File: src/rtl/serial_add_sub.sv
`default_nettype none
// +--------------------------------------------------------------------------+
// | serial_add_sub                                                           |
// | Digit-serial adder/subtractor, DIGIT bits per clock, LSB first, with a   |
// | start/done handshake and registered carry/borrow.                        |
// | Revision: 1.0                                                            |
// +--------------------------------------------------------------------------+
module serial_add_sub #(
  parameter int WIDTH = 8,
  parameter int DIGIT = 1
) (
  input  logic             clk,
  input  logic             rst,
  input  logic             start,
  input  logic             mode,
  input  logic [WIDTH-1:0] a,
  input  logic [WIDTH-1:0] b,
  input  logic             cIn,
  output logic             busy,
  output logic             done,
  output logic [WIDTH-1:0] result,
  output logic             cOut,
  output logic             overflow
);

  localparam int STEPS = WIDTH / DIGIT;
  localparam int CNT_W = (STEPS > 1) ? $clog2(STEPS) : 1;
  localparam logic [CNT_W-1:0] C_LAST = CNT_W'(STEPS - 1);

  if (WIDTH < 2 || DIGIT < 1 || (WIDTH % DIGIT) != 0) begin : g_bad_params
    $error("serial_add_sub: WIDTH must be >= 2 and a multiple of DIGIT");
  end

  typedef enum logic [1:0] {
    S_IDLE = 2'd0,
    S_RUN  = 2'd1,
    S_DONE = 2'd2
  } state_t;

  state_t           r_state;
  state_t           w_state_next;
  logic             w_load;
  logic             w_last;

  logic [WIDTH-1:0] r_a;
  logic [WIDTH-1:0] r_b;
  logic [WIDTH-1:0] r_acc;
  logic             r_c;
  logic             r_mode;
  logic             r_a_msb;
  logic             r_b_msb;
  logic [CNT_W-1:0] r_cnt;
  logic [WIDTH-1:0] r_result;
  logic             r_cout;
  logic             r_ovf;

  logic [DIGIT-1:0] w_ad;
  logic [DIGIT-1:0] w_bd;
  logic [DIGIT:0]   w_sum;
  logic [DIGIT:0]   w_dif;
  logic [DIGIT-1:0] w_s;
  logic             w_cn;
  logic [WIDTH-1:0] w_acc_next;
  logic             w_ovf;

  always_ff @(posedge clk) begin
    if (rst) begin
      r_state <= S_IDLE;
    end else begin
      r_state <= w_state_next;
    end
  end

  always_comb begin
    w_state_next = r_state;
    w_load       = 1'b0;
    w_last       = 1'b0;
    case (r_state)
      S_IDLE: begin
        if (start) begin
          w_state_next = S_RUN;
          w_load       = 1'b1;
        end
      end
      S_RUN: begin
        if (r_cnt == C_LAST) begin
          w_state_next = S_DONE;
          w_last       = 1'b1;
        end
      end
      S_DONE: begin
        if (start) begin
          w_state_next = S_RUN;
          w_load       = 1'b1;
        end else begin
          w_state_next = S_IDLE;
        end
      end
      default: w_state_next = S_IDLE;
    endcase
  end

  // One shared DIGIT-wide slice; the extra top bit is carry-out on add and
  // goes high exactly when the subtraction wraps (ad < bd + c).
  assign w_ad  = r_a[DIGIT-1:0];
  assign w_bd  = r_b[DIGIT-1:0];
  assign w_sum = {1'b0, w_ad} + {1'b0, w_bd} + {{DIGIT{1'b0}}, r_c};
  assign w_dif = {1'b0, w_ad} - {1'b0, w_bd} - {{DIGIT{1'b0}}, r_c};
  assign w_s   = r_mode ? w_dif[DIGIT-1:0] : w_sum[DIGIT-1:0];
  assign w_cn  = r_mode ? w_dif[DIGIT] : w_sum[DIGIT];

  assign w_acc_next = WIDTH'({w_s, r_acc} >> DIGIT);

  assign w_ovf = (r_mode ? (r_a_msb ^ r_b_msb) : ~(r_a_msb ^ r_b_msb))
               & (w_acc_next[WIDTH-1] ^ r_a_msb);

  always_ff @(posedge clk) begin
    if (rst) begin
      r_a      <= '0;
      r_b      <= '0;
      r_acc    <= '0;
      r_c      <= 1'b0;
      r_mode   <= 1'b0;
      r_a_msb  <= 1'b0;
      r_b_msb  <= 1'b0;
      r_cnt    <= '0;
      r_result <= '0;
      r_cout   <= 1'b0;
      r_ovf    <= 1'b0;
    end else if (w_load) begin
      r_a     <= a;
      r_b     <= b;
      r_c     <= cIn;
      r_mode  <= mode;
      r_a_msb <= a[WIDTH-1];
      r_b_msb <= b[WIDTH-1];
      r_cnt   <= '0;
    end else if (r_state == S_RUN) begin
      r_a   <= r_a >> DIGIT;
      r_b   <= r_b >> DIGIT;
      r_c   <= w_cn;
      r_acc <= w_acc_next;
      r_cnt <= r_cnt + CNT_W'(1);
      if (w_last) begin
        r_result <= w_acc_next;
        r_cout   <= w_cn;
        r_ovf    <= w_ovf;
      end
    end
  end

  assign busy     = (r_state == S_RUN);
  assign done     = (r_state == S_DONE);
  assign result   = r_result;
  assign cOut     = r_cout;
  assign overflow = r_ovf;

endmodule
`default_nettype wire

File: config.mk
export PLATFORM = sky130hd
export DESIGN_NAME = serial_add_sub
export DESIGN_NICKNAME = d
export VERILOG_FILES = /design/src/rtl/serial_add_sub.sv
export SDC_FILE = /design/constraint.sdc
export NUM_CORES = 1
export LEC_CHECK = 0
export ABC_AREA = 1
export CAP_MARGIN = 20
export CORE_UTILIZATION = 53
export CTS_BUF_LIST = sky130_fd_sc_hd__clkbuf_8
export DETAILED_ROUTE_END_ITERATION = 12
export GPL_TIMING_DRIVEN = 0
export HOLD_SLACK_MARGIN = 0.05
export PLACE_DENSITY_LB_ADDON = 0.05
export SLEW_MARGIN = 20
export SYNTH_ARGS = -nofsm -noshare
export SYNTH_HDL_FRONTEND = slang
export SYNTH_SLANG_ARGS = --single-unit
File: constraint.sdc
create_clock -name clk -period 1.61 [get_ports clk]
set_input_delay 0.161 -clock clk [delete_from_list [all_inputs] [get_ports clk]]
set_output_delay 0.161 -clock clk [all_outputs]
set_load 0.01 [all_outputs]
==> flow_metrics.env, run 1 <==
export IMPL_grt_pass1_wl_mm=5.53
export IMPL_cpPeakStageDelay_ns=0.30
export IMPL_whs_ns=0.143
export IMPL_slew_headroom_pct=65.4
export IMPL_fin_tns_setup_ns=0
export IMPL_fmax_mhz=660
export IMPL_start_util_pct=56.5
export IMPL_critPathKind="flip-flop to output pin"
export IMPL_clk_latency_ns=0.28
export IMPL_antenna_found_initial=0
export IMPL_p_per_area_nw_per_um2=943
export IMPL_drive_gt1_share_pct=8.92
export IMPL_crit_required_ns=1.45
export IMPL_first_pass_iters=4
export IMPL_yosys_register_bits=42
export IMPL_row_count=20
export IMPL_yosysWarnings=0
export IMPL_yosysSeqAreaShare_pct=48.3
export IMPL_drt_total_wl_mm=3.40
export IMPL_area_growth_pct=26.4
export IMPL_drcViolationCount=0
export IMPL_placed_cells=305
export IMPL_drtIter0Drc=89
export IMPL_port_buffers=31
export IMPL_synth_cell_types=21
export IMPL_clk_pin_slew_ns=0.07
export IMPL_startpoint_type="flip-flop"
export IMPL_layout_min_cycle_time_ns=1.52
export IMPL_cp_num_buf_inv=4
export IMPL_maxSlewViolCount=0
export IMPL_detail_route_vias_per_cell=4.94
export IMPL_clk_path_buf_depth=2
export IMPL_core_area_um2=3080
export IMPL_root_buffer="clkbuf_8"
export IMPL_cts_tree="done"
export IMPL_outcome="completed"
export IMPL_io_pins=33
export IMPL_finalHoldViolCount=0
export IMPL_dp_hpwl_mm=2.49
export IMPL_cts_made_buffers=5
export IMPL_ant_nets=0
export IMPL_end_kind="output pin"
export IMPL_vias=1547
export IMPL_die_y_um=59.3
export IMPL_diodes=0
export IMPL_most_common_layout_cells="nand2_1, dfxtp_1, clkdlybuf4s50_1, a21oi_1"
export IMPL_cts_htree_levels=2
export IMPL_cp_arrival_ns=1.35
export IMPL_nets=293
export IMPL_cap_violations=0
export IMPL_post_cts_setup_buffers=0
export IMPL_crit_path_max_fanout=10
export IMPL_worst_ir_drop_vdd_mv=0.720
export IMPL_leakage_nw=0.942
export IMPL_slowest_stage="dfxtp_1"
export IMPL_finalNonFillerCells=313
export IMPL_synthCells=230
export IMPL_grt_remaining_overflow=0
export IMPL_tightest_slew_ns=0.518
export IMPL_hold_class="primary input to flip-flop"
export IMPL_grt_pass1_vias=1301
export IMPL_path_cells="inv_1 -> nand2_2 -> inv_2 -> buf_4 -> dlygate4sd2_1"
export IMPL_grt_setup_unrepaired="false"
export IMPL_fin_skew_ns=0.00555
export IMPL_die_w_um=59.3
export IMPL_die_area_um2=3510
export IMPL_min_period_over_period_pct=94.1
export IMPL_syn_cell_area_um2=1740
export IMPL_routabilityCongestion=0.822
export IMPL_syn_nets=255
export IMPL_setup_violations=0
export IMPL_cp_top_family="buffers and inverters"
export IMPL_avgSynthCellArea_um2=7.56
export IMPL_grt_use_total_pct=21.4
export IMPL_grt_max_degree=13
export IMPL_layout_commonest_cell="nand2_1"
export IMPL_wl_per_cell_um=10.9
export IMPL_cts_sinks=42
layout make-up:
type | instances | area, um^2
fill | 279 | 880
clock inverter | 2 | 8.76
clock buffer | 6 | 82.6
multi-input combinational | 154 | 738
tap | 44 | 55.1
inverter | 22 | 82.6
buffer | 12 | 80.1
timing repair buffer | 31 | 309
sequential | 42 | 842
metrics by stage:
step	worst slack [ns]	utilization, %	cell area (um^2)	total power, W
2_1_floorplan	0.294	-	1740	0.00133
3_3_place_gp	0.0717	68.4	2100	0.00143
3_5_place_dp	0.0522	68.4	2100	0.00144
4_1_cts	0.0650	71.3	2200	0.00209
5_1_grt	0.0266	71.4	2200	0.00217
6_report	0.0943	71.4	2200	0.00207
sequential cells by signal, summed over array words and instances (netlist names):
name / count
r_acc: 7
r_a_msb: 1
cOut: 1
result: 8
r_state: 2
r_mode: 1
r_a: 8
r_c: 1
r_cnt: 3
r_b_msb: 1
r_b: 8
overflow: 1
Yosys cell counts:
| cell | n | area share [%] |
|---|---|---|
| buf_6 | 2 | 1.3 |
| ha_1 | 2 | 1.4 |
| fa_1 | 2 | 2.3 |
| a211oi_1 | 3 | 1.3 |
| nor2_2 | 1 | 0.36 |
| nand3_1 | 16 | 4.6 |
| nor2_1 | 21 | 4.5 |
| nand2_1 | 61 | 13 |
| o21ai_1 | 1 | 0.29 |
| xor2_1 | 1 | 0.50 |
| inv_1 | 20 | 4.3 |
| nand2_2 | 2 | 0.72 |
| clkbuf_1 | 2 | 0.43 |
| inv_2 | 2 | 0.43 |
| dfxtp_1 | 42 | 48 |
| o21ai_0 | 13 | 3.7 |
| nand3_2 | 1 | 0.58 |
| buf_4 | 3 | 1.3 |
| o31ai_1 | 2 | 0.86 |
| buf_2 | 5 | 1.4 |
| a21oi_1 | 28 | 8.1 |
per-layer routing:
| metal | up-vias | share of wire [%] | GRT usage (%) |
|---|---|---|---|
| met4 | 0 | 0.88 | 8.50 |
| li1 | 814 | - | - |
| met3 | 5 | 4.4 | 4.80 |
| met5 | - | 0 | 0 |
| met2 | 36 | 47 | 34.0 |
| met1 | 692 | 48 | 28.2 |
path summary, 6_finish.rpt:
| path | from | end | slack [ns] | depth (start not counted) |
|---|---|---|---|---|
| setup / recovery | r_state[1] | busy | 0.09 | 5 |
| hold / removal | rst | result[0] | 0.14 | 2 |
| setup reg to reg | r_cnt[0] | result[4] | 0.11 | 7 |
| hold reg to reg | result[2] | result[2] | 0.47 | 2 |
where the power goes:
| part | switching [W] | leakage (nW) | internal, W | total, W |
|---|---|---|---|---|
| sequential | 0.0000303 | 0.344 | 0.00109 | 0.00112 |
| clock | 0.000320 | 0.0524 | 0.000339 | 0.000660 |
| combinational | 0.000162 | 0.546 | 0.000126 | 0.000288 |
| total | 0.000513 | 0.942 | 0.00156 | 0.00207 |
logic make-up (layout without fill, tap and decap cells):
logic type	count (synthesis)	after routing	share of synthesized area, %
DFF	42	42	48.3
AOI/OAI and AO/OA	47	47	14.2
buffers and inverters	34	73	9.21
and+or+nand+nor	102	102	24.0
adders and majority gates	4	4	3.74
xor gates and xnor gates	1	1	0.504
what timing repair did:
action                     CTS  global route
hold buffers                 0             0
hold endpoints to repair     0             0
gates resized for setup      2             1
setup endpoints to repair    1             3
gates cloned                 0             0
Power figures use the tool's default switching activity.
==> run 2, diff against run 1 <==
--- a/config.mk
+++ b/config.mk
@@ -10,6 +10,7 @@
 export CORE_UTILIZATION = 53
 export CTS_BUF_LIST = sky130_fd_sc_hd__clkbuf_8
 export DETAILED_ROUTE_END_ITERATION = 12
+export GPL_ROUTABILITY_DRIVEN = 0
 export GPL_TIMING_DRIVEN = 0
 export HOLD_SLACK_MARGIN = 0.05
 export PLACE_DENSITY_LB_ADDON = 0.05
==> results of run 2 <==
No change in the layout: final DEF, timing and power equal those of run 1.
